## src/rtl/cnn_pkg.sv

```systemverilog
// Constants and loader FSM encoding shared across the CNN front end.
package cnn_pkg;

    localparam int IMG_DIM      = 28;
    localparam int PACKED_BYTES = 98;
    localparam int GRAY_BYTES   = 784;

    typedef enum logic [1:0] {
        FILL  = 2'd0,
        HOLD  = 2'd1,
        DRAIN = 2'd2
    } loader_state_t;

endpackage

```

## src/rtl/image_loader.sv

```systemverilog
// Assembles a 28x28 binary frame from a byte stream for the conv1 stage.
// Optional IMAGE_LOADER_GRAY_EN: one grayscale byte per pixel, binarized against THRESH.
module image_loader
    import cnn_pkg::*;
#(
    parameter logic [7:0] THRESH = 8'd128
) (
    input  logic                              clk,
    input  logic                              rst,
    input  logic [7:0]                        s_data,
    input  logic                              s_valid,
    input  logic                              s_last,
    output logic                              s_ready,
    output logic [0:IMG_DIM-1][0:IMG_DIM-1]   image,
    output logic                              image_valid,
    input  logic                              image_ready,
    output logic                              frame_err,
    output logic [15:0]                       frame_count
);

`ifdef IMAGE_LOADER_GRAY_EN
    localparam int FRAME_BYTES = GRAY_BYTES;
`else
    localparam int FRAME_BYTES = PACKED_BYTES;
`endif
    localparam logic [9:0] LAST_IDX = 10'(FRAME_BYTES - 1);

    loader_state_t state;
    logic [9:0]    byte_idx;
    logic          accept;

    // Linear pixel store: pix[p] is image[p/28][p%28], so a byte lands with an indexed part-select.
    logic [0:IMG_DIM*IMG_DIM-1] pix;

    function automatic logic binarize(input logic [7:0] b);
        return b >= THRESH;
    endfunction

    // Ready is forced low while reset is held, independent of the registered state.
    assign s_ready     = !rst && (state != HOLD);
    assign image_valid = (state == HOLD);
    assign accept      = s_valid && s_ready;
    assign image       = pix;

    // NOTE: state uses non-blocking assignments so every register samples pre-edge values.
    // NOTE: the pixel store is reset because downstream expects an all-zero image after reset.
    always_ff @(posedge clk or posedge rst) begin
        if (rst) begin
            state       <= FILL;
            byte_idx    <= '0;
            frame_err   <= 1'b0;
            frame_count <= '0;
            pix         <= '0;
        end else begin
            frame_err <= 1'b0;
            case (state)
                FILL: begin
                    if (accept) begin
`ifdef IMAGE_LOADER_GRAY_EN
                        pix[byte_idx] <= binarize(s_data);
`else
                        pix[{byte_idx[6:0], 3'b000} +: 8] <= s_data;
`endif
                        if (byte_idx == LAST_IDX) begin
                            byte_idx <= '0;
                            if (s_last) begin
                                state <= HOLD;
                            end else begin
                                frame_err <= 1'b1;
                                state     <= DRAIN;
                            end
                        end else if (s_last) begin
                            // Short frame: drop it and restart on the next byte.
                            frame_err <= 1'b1;
                            byte_idx  <= '0;
                        end else begin
                            byte_idx <= byte_idx + 10'd1;
                        end
                    end
                end
                HOLD: begin
                    if (image_ready) begin
                        state       <= FILL;
                        byte_idx    <= '0;
                        frame_count <= frame_count + 16'd1;
                    end
                end
                DRAIN: begin
                    if (accept && s_last) begin
                        state <= FILL;
                    end
                end
                default: state <= FILL;
            endcase
        end
    end

endmodule
```

## config.mk

```make
export PLATFORM = sky130hd
export DESIGN_NAME = image_loader
export DESIGN_NICKNAME = d
export VERILOG_FILES = /design/src/rtl/cnn_pkg.sv /design/src/rtl/image_loader.sv
export SDC_FILE = /design/constraint.sdc
export NUM_CORES = 1
export LEC_CHECK = 0
export BUFFER_PORTS_ARGS = -buffer_cell sky130_fd_sc_hd__buf_2
export CELL_PAD_IN_SITES_DETAIL_PLACEMENT = 2
export CELL_PAD_IN_SITES_GLOBAL_PLACEMENT = 2
export CORE_ASPECT_RATIO = 2
export CORE_MARGIN = 8
export CORE_UTILIZATION = 25
export DETAILED_ROUTE_END_ITERATION = 12
export PLACE_DENSITY = 0.63
export RECOVER_POWER = 50
export SYNTH_ARGS = -nofsm -noshare
export SYNTH_HDL_FRONTEND = slang
export SYNTH_SLANG_ARGS = --single-unit
```

## constraint.sdc

```tcl
create_clock -name clk -period 27.9 [get_ports clk]
set_clock_uncertainty 0.2 [all_clocks]
set_input_delay 1.395 -clock clk [delete_from_list [all_inputs] [get_ports clk]]
set_output_delay 1.395 -clock clk [all_outputs]
set_load 0.05 [all_outputs]
```

After elaboration in Yosys (flattened, before gate mapping):

Index checks and enable logic that the tools add are counted.

* add/sub/neg operators: 3
* multiply operators: 0
* divide/modulo/power cells: 0
* magnitude comparators: 0
* equality and inequality tests: 8
* shifts and indexed selects: 2
* multiplexer cells: 17
* bitwise operators: 1
* reduce and logical (&&, ||, !) cells: 10

Operator list (number)
* $shift 785x12->784 const A: 1
* $shiftx 785x12->784: 1
* $bwmux 784: 1
* $mux 10: 4
* $pmux 10 s2: 1
* $add 16x1->16 const B: 1
* $neg 11->12: 1
* $not 10->11: 1
* $add 10x1->10 const B: 1
* $eq 10x7->1 const B: 1
* $mux 2: 5
* $ne 2x2->1 const B: 3
* $pmux 2 s3: 1
* $mux 1: 5
* $ne 2x1->1 const B: 2
* $reduce_and 2->1: 2
* $reduce_and 4->1: 1
* $logic_and 1x1->1: 3
* $reduce_and 3->1: 1
* $eq 2x1->1 const B: 1
* $eq 2x2->1 const B: 1
* $logic_not 2->1: 1
* $reduce_bool 2->1: 1
* $logic_not 1->1: 1

* register bits: 813
* latch bits: 0
* bits in writable memories: 0
* memory bits (read-only): 0
* input port bits: 13
* output and inout port bits: 803
* word-level logic and storage cells: 46
* memories: 0

Depth between registers and ports, before layout:

* word-level depth: 6
* mapped depth: 11

Least setup slack after synthesis:

No wires, ideal clock.

* path kind: input-to-output
* start point: in rst
* end point: out s_ready
* arrival: 2.049 ns
* required time: 26.305 ns
* slack: 24.256 ns
* cell stages on the path: 1
* buffers on the path: 0
* path through: nor2_1

* word-level cells in the longest chain between the ends: 2

RTL lines
* start, declared: RTL line image_loader.sv:9 `input logic rst,`
* $logic_not 1->1 (no source line)
* $logic_and 1x1->1: RTL line image_loader.sv:40 `assign s_ready = !rst && (state != HOLD);`
* end, declared: RTL line image_loader.sv:13 `output logic s_ready,`

Every way passes these cells.

==> results.py <==
metrics = {
    "outcome": {
        "status": "complete, but fails checks",
        "violations": "capacitance limit, slew limit",
    },
    "pwr": {
        "switchingPower_uw": 775,
        "power.density_mw_per_mm2": 66.3,
        "internal_power_uw": 1900,
        "switching_share": 0.290,
        "p_comb_frac": 0.107,
        "seqPwrFrac": 0.460,
        "clockPowerShare": 0.433,
        "finalPower_uw": 2670,
        "irDropWorstVdd_mv": 0.0490,
        "cellLeakagePower_uw": 0.0181,
    },
    "floorplan": {
        "ios": 816,
        "start_util": 0.251,
        "fp.dieH_um": 526,
        "core_mm2": 0.129,
        "placementRows": 187,
        "die_w_um": 271,
        "dieArea_mm2": 0.143,
    },
    "sta": {
        "worst_pin_slew_ns": 5.89,
        "max-slew-margin-rel": -2.95,
        "post-route-period-util": 0.351,
        "rsz0062_at_grt": "false",
        "setup_viol": 0,
        "period_minus_slack_ns": 9.79,
        "drv_slew": 367,
        "tns_ns": 0,
        "max_freq_mhz": 102,
        "hold_viol_final": 0,
        "hold_slack_ns": 0.278,
    },
    "clock_network": {
        "cts_buffer_depth": 3,
        "h-tree-depth": 3,
        "clkTransAtPathRegs_ns": 0.06,
        "cts.root.buffer_cell": "clkbuf_16",
        "cts_tree": "yes",
        "cts_buffers": 81,
        "clk_latency_ns": 0.68,
        "post_cts_resized": 0,
        "hold_buffers": 0,
        "cts_sinks": 813,
        "postCtsSetupRepairBufs": 0,
    },
    "synth": {
        "syn_nets": 2624,
        "synth_flop_cell": "dfrtp_1",
        "synth_top_area_cell": "dfrtp_1",
        "avgSynthCellArea_um2": 12.5,
        "ys_ff_latch": 813,
        "synthCells": 2605,
        "synth_area_mm2": 0.0325,
        "yosysUniqueCellTypes": 47,
        "synth_edf_count": 0,
        "synth_warnings": 0,
        "synthArstFlopShare": 1.00,
        "synth_top_area_frac": 0.625,
        "synth-seq-area-share": 0.625,
        "synthTopCellsByArea": "dfrtp_1, mux2_2, o21ai_0",
    },
    "routing": {
        "via_per_inst": 4.68,
        "drtPass1Iterations": 4,
        "dr.first_iter.drc_count": 1023,
        "wl_per_cell_um": 30.0,
        "drtAntennaViolNets": 0,
        "finalWirelength_um": 155000,
        "route.detailed.drc": 0,
        "vias": 24200,
    },
    "min_path": {
        "hold_class": "flip-flop to flip-flop",
        "hold_path_startpoint": "image[304]",
    },
    "finish": {
        "syn2layout_area_growth_pct": 23.9,
        "fin_cells": 5184,
        "nNetsFinal": 3440,
        "drive_above_1_share": 0.215,
    },
    "critical_path": {
        "setup.worst_path.start": "rst",
        "crit_chain": "clkbuf_1, clkinvlp_2, clkbuf_1, buf_4, buf_4, buf_4",
        "critPathLaunchType": "input pin",
        "critPathMaxStageDelay_ns": 3.23,
        "crit_slowest_cell": "clkinvlp_2",
        "critical_path_arrival_ns": 10.29,
        "r2r_cells": 5,
        "crit_path_end_kind": "async pin",
        "crit_fanout": 126,
        "path_class": "input pin to async pin",
        "ff2ff_setup_slack_ns": 22.61,
        "crit_end": "image[739]",
        "rr_endpoint": "image[133]",
        "crit_top_cell": "buf_4",
        "crit_required_ns": 28.39,
        "r2r_start": "byte_idx[0]",
    },
    "run": {
        "maxCapViolCount": 7,
    },
    "grt": {
        "grt_pass1_wl_um": 222000,
        "first_global_vias": 27800,
        "grt_max_degree": 127,
        "grt_overflow": 0,
        "antenna_found_initial": 4,
        "grt_use_total": 0.214,
    },
    "placed_design": {
        "gp_congestion": 0.798,
        "io_buffers": 815,
        "place_inst": 5039,
        "dpl.hpwl_um": 117000,
    },
}
-- per-stage QoR --
step / area [µm²] / setup WS, ns / util
after detailed placement: 38700 / 21.82 / 0.299
after global routing: 40300 / 16.42 / 0.311
after floorplan: 32500 / 3.47 / -
final: 40300 / 18.11 / 0.312
after CTS: 41400 / 22.60 / 0.320
after global placement: 38700 / 21.91 / 0.299
-- per-layer routing --
| metal | up-vias | share of wire | global-route usage |
|---|---|---|---|
| li1 | 10600 | - | - |
| met5 | - | 0 | 0 |
| met2 | 802 | 0.53 | 0.394 |
| met4 | 0 | 0.022 | 0.0529 |
| met3 | 140 | 0.087 | 0.0797 |
| met1 | 12700 | 0.36 | 0.228 |
-- critical path, delay by kind of cell --
kind | cells | cell delay [ns]
buffers and inverters | 6 | 8.62
-- cell type report --
class                   instances  area [µm²]
multi-input cells            1596       11400
clock buffers                 118        2340
well taps                    1701        2130
inverters                      69         260
diodes                          3        7.51
fillers                     14400       89100
repair buffers                860        3380
flip-flops and latches        813       20400
clock inverters                24         413
-- flip-flops by register name (all words and copies together) (netlist names) --
register     flops
frame_count     16
image          784
state            2
byte_idx        10
frame_err        1
-- layout by cell type (no fill, tap or decap), types with 6 or more instances in the layout --
cell type,synthesis,final
clkbuf_1,107,832
dfrtp_1,813,809
mux2_2,504,504
nand2_1,310,310
o21ai_0,236,236
nand3_1,132,135
nor2_1,91,89
clkbuf_16,0,82
inv_1,69,68
and2_1,59,59
o31ai_1,40,40
nor2_2,37,39
buf_4,0,37
nand4_1,28,28
nor3_1,21,17
mux2i_1,16,16
xnor2_1,16,16
clkbuf_8,0,15
nand2b_1,13,13
buf_2,13,12
nor3_2,5,9
clkinv_2,0,9
and2_0,8,8
xor2_1,7,7
and3_1,6,6
and3b_1,6,6
ha_1,6,6
bufinv_16,0,6
-- Yosys cell counts, types with 3 or more instances --
cell / instances
and2_0: 8
nor4b_1: 3
mux2i_1: 16
nor3_2: 5
and3_1: 6
mux2_2: 504
nor2_2: 37
o21ai_0: 236
o31ai_1: 40
dfrtp_1: 813
nor3_1: 21
xor2_1: 7
inv_1: 69
ha_1: 6
nand3_4: 6
or3_1: 3
nor3b_1: 3
nor4_2: 3
and2_1: 59
and3b_1: 6
nand3b_1: 4
buf_1: 5
clkbuf_1: 107
nand4_1: 28
or2_2: 3
nor2_1: 91
buf_2: 13
nand2_2: 3
a21oi_1: 3
nand2b_1: 13
nand2_1: 310
xnor2_1: 16
nor2b_1: 6
nand3_1: 132
-- power groups by stage --
stage	registers [µW]	clock network [µW]	logic (µW)
after floorplan	1340	0	88.4
after global placement	1250	0	301
after detailed placement	1250	0	304
after CTS	1230	1200	305
after global routing	1230	1230	303
final	1230	1160	285
-- cells by family after synthesis --
logic type                 share of synthesized area
AOI/OAI and AO/OA                             0.0480
DFF                                            0.625
and+or+nand+nor                                0.115
adders and majority gates                    0.00231
xor gates and xnor gates                     0.00619
buffers and inverters                         0.0236
muxes                                          0.179
-- worst min path at each step --
stage,to,cells past startpoint
3_3_place_gp,image[24],2
3_5_place_dp,image[304],2
2_1_floorplan,state[0],1
6_report,image[304],2
4_1_cts,image[304],2
5_1_grt,image[29],2
(Power assumes the default switching activity.)
